### src/rtl/pulse_window_counter_pkg.sv
// Shared definitions for the time-correlation blocks:
// FSM encoding and default sizing of the pulse window counter.
`timescale 1ns/100ps
package pulse_window_counter_pkg;

    typedef enum logic {
        ST_IDLE  = 1'b0,
        ST_COUNT = 1'b1
    } state_e;

    localparam int DEF_CNT_W      = 16;
    localparam int DEF_WIN_W      = 16;
    localparam int DEF_FIFO_DEPTH = 4;

endpackage

### src/rtl/pulse_window_counter_if.sv
// Valid/ready result stream between the result buffer
// and whoever consumes per-window counts.
`timescale 1ns/100ps
interface pulse_window_counter_if #(
    parameter int DW = 17
);
    logic          valid;
    logic          ready;
    logic [DW-1:0] data;

    modport master (
        output valid,
        output data,
        input  ready
    );

    modport slave (
        input  valid,
        input  data,
        output ready
    );
endinterface

### src/rtl/pulse_window_counter_result_fifo.sv
// First-word-fall-through result buffer with sticky drop flag.
// Pointers carry one extra bit to tell full from empty.
`timescale 1ns/100ps
module result_fifo #(
    parameter int DW    = 17,
    parameter int DEPTH = 4
) (
    input  logic          clk,
    input  logic          rst_n,
    input  logic          push,
    input  logic [DW-1:0] push_data,
    output logic          overflow,
    pulse_window_counter_if.master rd
);
    localparam int AW = $clog2(DEPTH);

    logic [AW:0]   wr_q, wr_d;
    logic [AW:0]   rd_q, rd_d;
    logic [DW-1:0] mem_q [DEPTH];
    logic [DW-1:0] mem_d [DEPTH];
    logic          ovf_q, ovf_d;
    logic          empty, full, pop, wr_en;

    assign empty = (wr_q == rd_q);
    assign full  = (wr_q[AW] != rd_q[AW]) &&
                   (wr_q[AW-1:0] == rd_q[AW-1:0]);

    assign rd.valid = !empty;
    assign rd.data  = mem_q[rd_q[AW-1:0]];
    assign overflow = ovf_q;

    // A full buffer still accepts when the head leaves this cycle.
    assign pop   = !empty && rd.ready;
    assign wr_en = push && (!full || pop);

    always_comb begin
        mem_d = mem_q;
        wr_d  = wr_q;
        rd_d  = rd_q;
        ovf_d = ovf_q | (push && !wr_en);
        if (wr_en) begin
            mem_d[wr_q[AW-1:0]] = push_data;
            wr_d = wr_q + 1'b1;
        end
        if (pop) begin
            rd_d = rd_q + 1'b1;
        end
    end

    always_ff @(posedge clk or negedge rst_n) begin
        if (!rst_n) begin
            wr_q  <= '0;
            rd_q  <= '0;
            ovf_q <= 1'b0;
            for (int i = 0; i < DEPTH; i++) begin
                mem_q[i] <= '0;
            end
        end else begin
            wr_q  <= wr_d;
            rd_q  <= rd_d;
            ovf_q <= ovf_d;
            mem_q <= mem_d;
        end
    end
endmodule

### src/rtl/pulse_window_counter.sv
// Gated photon counter: counts pulses over programmable windows
// and queues {count, sat} results for a valid/ready consumer.
`timescale 1ns/100ps
module pulse_window_counter
    import pulse_window_counter_pkg::*;
#(
    parameter int CNT_W      = DEF_CNT_W,
    parameter int WIN_W      = DEF_WIN_W,
    parameter int FIFO_DEPTH = DEF_FIFO_DEPTH
) (
    input  logic             clk,
    input  logic             rst_n,
    input  logic             pulse,
    input  logic             start,
    input  logic             abort,
    input  logic             cont,
    input  logic [WIN_W-1:0] window_len,
    output logic             busy,
    output logic             out_valid,
    input  logic             out_ready,
    output logic [CNT_W-1:0] out_count,
    output logic             out_sat,
    output logic             overflow
);
    state_e             state_q, state_d;
    logic [WIN_W-1:0]   rem_q, rem_d;
    logic [CNT_W-1:0]   cnt_q, cnt_d, cnt_nxt;
    logic               sat_q, sat_d, sat_nxt;
    logic               push;

    pulse_window_counter_if #(.DW(CNT_W + 1)) res_if ();

    // Count including this cycle's pulse, clamped at all-ones.
    always_comb begin
        cnt_nxt = cnt_q;
        sat_nxt = sat_q;
        if (pulse) begin
            if (cnt_q == '1) begin
                sat_nxt = 1'b1;
            end else begin
                cnt_nxt = cnt_q + 1'b1;
            end
        end
    end

    always_comb begin
        state_d = state_q;
        rem_d   = rem_q;
        cnt_d   = cnt_q;
        sat_d   = sat_q;
        push    = 1'b0;
        unique case (state_q)
            ST_IDLE: begin
                if (start && window_len != '0) begin
                    state_d = ST_COUNT;
                    rem_d   = window_len;
                    cnt_d   = '0;
                    sat_d   = 1'b0;
                end
            end
            ST_COUNT: begin
                if (abort) begin
                    state_d = ST_IDLE;
                end else if (rem_q == WIN_W'(1)) begin
                    push = 1'b1;
                    if (cont && window_len != '0) begin
                        rem_d = window_len;
                        cnt_d = '0;
                        sat_d = 1'b0;
                    end else begin
                        state_d = ST_IDLE;
                        cnt_d   = cnt_nxt;
                        sat_d   = sat_nxt;
                    end
                end else begin
                    rem_d = rem_q - 1'b1;
                    cnt_d = cnt_nxt;
                    sat_d = sat_nxt;
                end
            end
        endcase
    end

    always_ff @(posedge clk or negedge rst_n) begin
        if (!rst_n) begin
            state_q <= ST_IDLE;
            rem_q   <= '0;
            cnt_q   <= '0;
            sat_q   <= 1'b0;
        end else begin
            state_q <= state_d;
            rem_q   <= rem_d;
            cnt_q   <= cnt_d;
            sat_q   <= sat_d;
        end
    end

    result_fifo #(
        .DW    (CNT_W + 1),
        .DEPTH (FIFO_DEPTH)
    ) u_fifo (
        .clk       (clk),
        .rst_n     (rst_n),
        .push      (push),
        .push_data ({cnt_nxt, sat_nxt}),
        .overflow  (overflow),
        .rd        (res_if.master)
    );

    assign res_if.ready = out_ready;
    assign out_valid    = res_if.valid;
    assign out_count    = res_if.data[CNT_W:1];
    assign out_sat      = res_if.data[0];
    assign busy         = (state_q == ST_COUNT);
endmodule

### config.mk
export PLATFORM = sky130hd
export DESIGN_NAME = pulse_window_counter
export DESIGN_NICKNAME = d
export VERILOG_FILES = /design/src/rtl/pulse_window_counter_pkg.sv /design/src/rtl/pulse_window_counter_if.sv /design/src/rtl/pulse_window_counter_result_fifo.sv /design/src/rtl/pulse_window_counter.sv
export SDC_FILE = /design/constraint.sdc
export NUM_CORES = 1
export LEC_CHECK = 0
export CAP_MARGIN = 25
export CORE_UTILIZATION = 45
export DETAILED_ROUTE_END_ITERATION = 8
export MAX_ROUTING_LAYER = met4
export PLACE_DENSITY = 0.62
export SYNTH_ARGS = -nofsm -noshare
export SYNTH_HDL_FRONTEND = slang
export SYNTH_SLANG_ARGS = --single-unit
### constraint.sdc
create_clock -name clk -period 2.71 [get_ports clk]
set_clock_uncertainty 0.1 [all_clocks]
set_input_delay 0.6775 -clock clk [delete_from_list [all_inputs] [get_ports clk]]
set_output_delay 0.6775 -clock clk [all_outputs]
set_load 0.1 [all_outputs]
==> results_dict.tcl <==
set metrics [dict create \
    slew_headroom_pct 62.06 \
    ys_warn_count 0 \
    postCtsResizedCells 0 \
    fmaxAchievable_mhz 386.1 \
    crit_type "flop to output pin" \
    fin_crit_ns 2.590 \
    arrival_ns 1.81 \
    fillerInstances 1090 \
    p_int_mw 3.023 \
    ioPinCount 43 \
    final_cell_area_sq_um 7018 \
    path_buf_inv 2 \
    holdWs_ns 0.2104 \
    synth_ff_type "dfrtp_1" \
    period_share_pct 95.58 \
    cts_tree "built" \
    wire_per_inst_um 18.93 \
    core-area_sq_um 12570 \
    synth_top_area_share_pct 47.26 \
    die_area_sq_um 13280 \
    finalHoldViolCount 0 \
    drtIter0Drc 237 \
    cts_setup_buffers 0 \
    fp-row-count 41 \
    synth_edf_count 0 \
    status "finished with violations" \
    clkSinkCount 109 \
    clockBufferDepth 2 \
    worstSkewPairLatency_ns 0.36 \
    crit_chain "buf_12, mux4_2, buf_12" \
    path_clk_slew_ns 0.07 \
    cts_hold_buf 0 \
    drt-pass1-iter-count 7 \
    violations "design-rule violations" \
    port_buffers 42 \
    slowest_stage "mux4_2" \
    ys_types 64 \
    grtUsageTotal_pct 22.86 \
    final_common_cell "dfrtp_1" \
    vias 4160 \
    viasPerCell 5.892 \
    async_reset_ff_share_pct 100.0 \
    rsz0062_at_grt "no" \
    finalPower_mw 4.621 \
    p_leak_nw 3.170 \
    worst_path_most_repeated_cell "buf_12" \
    pwr_density_cell_nw_per_um2 658.5 \
    grt_max_degree 41 \
    htreeDepth 3 \
    grt_pass1_vias 4219 \
    dp.cells 690 \
    dpl.hpwl_mm 9.547 \
    die_x_um 115.3 \
    max_stage_delay_ns 0.58 \
    cap_viol_max_count 0 \
    start_util_pct 45.92 \
    antenna_cells 0 \
    worst_slew_pin_slew_ns 0.5692 \
    min_path_type "input pin to asynchronous set/reset pin" \
    final_cell_mix "108 x dfrtp_1, 71 x mux2_2, 39 x buf_4" \
    place_congestion 0.9216 \
    wirelength_mm 13.37 \
    area_delta_synth_final_pct 21.59 \
    post-route-drc-count 2 \
    fp.dieH_um 115.3 \
    p_sw_share_pct 34.59 \
    p_clk_share_pct 27.2 \
    antenna_found_initial 0 \
    final_nets 560 \
    ys_seq_area_share_pct 47.26 \
    synth_nets 495 \
    cts-buffers-inserted 9 \
    crit_fanout 16 \
    cp-start-kind "flop" \
    postPlaceCellArea_sq_um 6738 \
    share_comb_of_total_power_pct 28.3 \
    yosys-top-cells-area "dfrtp_1 47%, mux2_2 14%, mux4_2 6.6%" \
    ir_worst_vdd_mv 0.4195 \
    root_buffer "clkbuf_16" \
    setup_violations 0 \
    seq_power_share_pct 44.5 \
    utilization_pct 55.84 \
    worstPathRequired_ns 1.93 \
    grt_overflow 0 \
    finalNonFillerCells 706 \
    synth_top_area_cell "dfrtp_1" \
    grt_pass1_wl_mm 22.22 \
    syn_avg_cell_area_sq_um 12.44 \
    synth_area_sq_um 5772 \
    maxSlewViolCount 0 \
    crit_family "multiplexers" \
    antenna_left 0 \
    synth-seq-cells 109 \
    postSynthCellCount 464 \
    crit_path_end_kind "output pin" \
    drive_gt1_share_pct 33.52 \
    p_sw_mw 1.598 \
]
-- metal layers --
| metal | GRT usage [%] | wire (um) | vias to the layer above |
|---|---|---|---|
| met2 | 36.39 | 6640 | 119 |
| met3 | 5.166 | 579 | 11 |
| met4 | 5.801 | 135 | 0 |
| met1 | 29.59 | 6013 | 2127 |
| li1 | - | - | 1903 |
| met5 | - | 0 | - |
-- final timing paths --
path / slack [ns] / cells past startpoint / endpoint / from
max: 0.12 / 3 / out_count[8] / u_fifo.rd_q[0]$_DFFE_PN0P_
min: 0.21 / 1 / u_fifo.mem_q[39]$_DFFE_PN0P_ / rst_n
max reg2reg: 0.35 / 6 / u_fifo.mem_q[63]$_DFFE_PN0P_ / rem_q[5]$_DFFE_PN0P_
min reg2reg: 0.37 / 2 / u_fifo.overflow$_DFF_PN0_ / u_fifo.overflow$_DFF_PN0_
max in group asynchronous: 1.70 / 2 / sat_q$_DFFE_PN0P_ / rst_n
min in group clk: 0.37 / 2 / u_fifo.overflow$_DFF_PN0_ / u_fifo.overflow$_DFF_PN0_
-- registers in the layout, indices dropped and copies added (netlist names) --
signal	count
u_fifo.wr_q	3
u_fifo.mem_q	68
u_fifo.overflow	1
busy	1
u_fifo.rd_q	3
cnt_q	16
sat_q	1
rem_q	16
-- power by group through the flow --
stage / clock (mW) / sequential, mW / combinational (mW)
floorplan: 0 / 1.98 / 0.941
global placement: 0 / 2.07 / 1.29
detailed placement: 0 / 2.08 / 1.31
CTS: 1.30 / 2.05 / 1.31
global route: 1.36 / 2.09 / 1.43
finish: 1.26 / 2.06 / 1.31
-- Yosys cell counts (3+ instances only) --
library cell	count
mux4_2	17
o2bb2ai_1	4
a22o_1	19
a32oi_1	5
nand3_1	10
and3_1	11
buf_2	10
ha_1	8
a21oi_1	13
nand2b_1	3
nor4_1	13
o22ai_1	10
a22oi_1	3
nor2b_1	5
nor2_1	12
a31oi_1	4
mux2_1	3
nand4b_1	4
nand2_1	13
dfrtp_1	109
nand4_1	5
mux2i_1	7
mux2_2	71
nor3_1	10
clkbuf_1	8
xnor2_1	12
buf_6	8
o21ai_0	8
inv_1	15
-- cell families after synthesis --
logic type	share of synthesized area, %
compound gates	10.58
xor+xnor	2.124
fa+ha+maj	1.734
buf+inv	4.314
flops	47.26
mux	22.28
simple gates	11.71
-- area by class of cell --
cell class	count	area, sq um	share of cell area (%)
inverter	15	56.30	0.8023
clock buffer	11	242.7	3.459
multi-input combinational	312	2795	39.83
sequential	109	2729	38.88
tap	172	215.2	3.066
clock inverter	5	36.28	0.5170
timing repair buffer	82	943.4	13.44
-- metrics by stage --
step           TNS [ns]  setup slack (ns)
2_1_floorplan         0            0.1251
3_5_place_dp   -0.05854          -0.02269
3_3_place_gp          0           0.02605
6_report              0            0.1197
4_1_cts               0          0.005256
5_1_grt               0           0.03086
No activity file was read; power rests on OpenSTA's default activity.
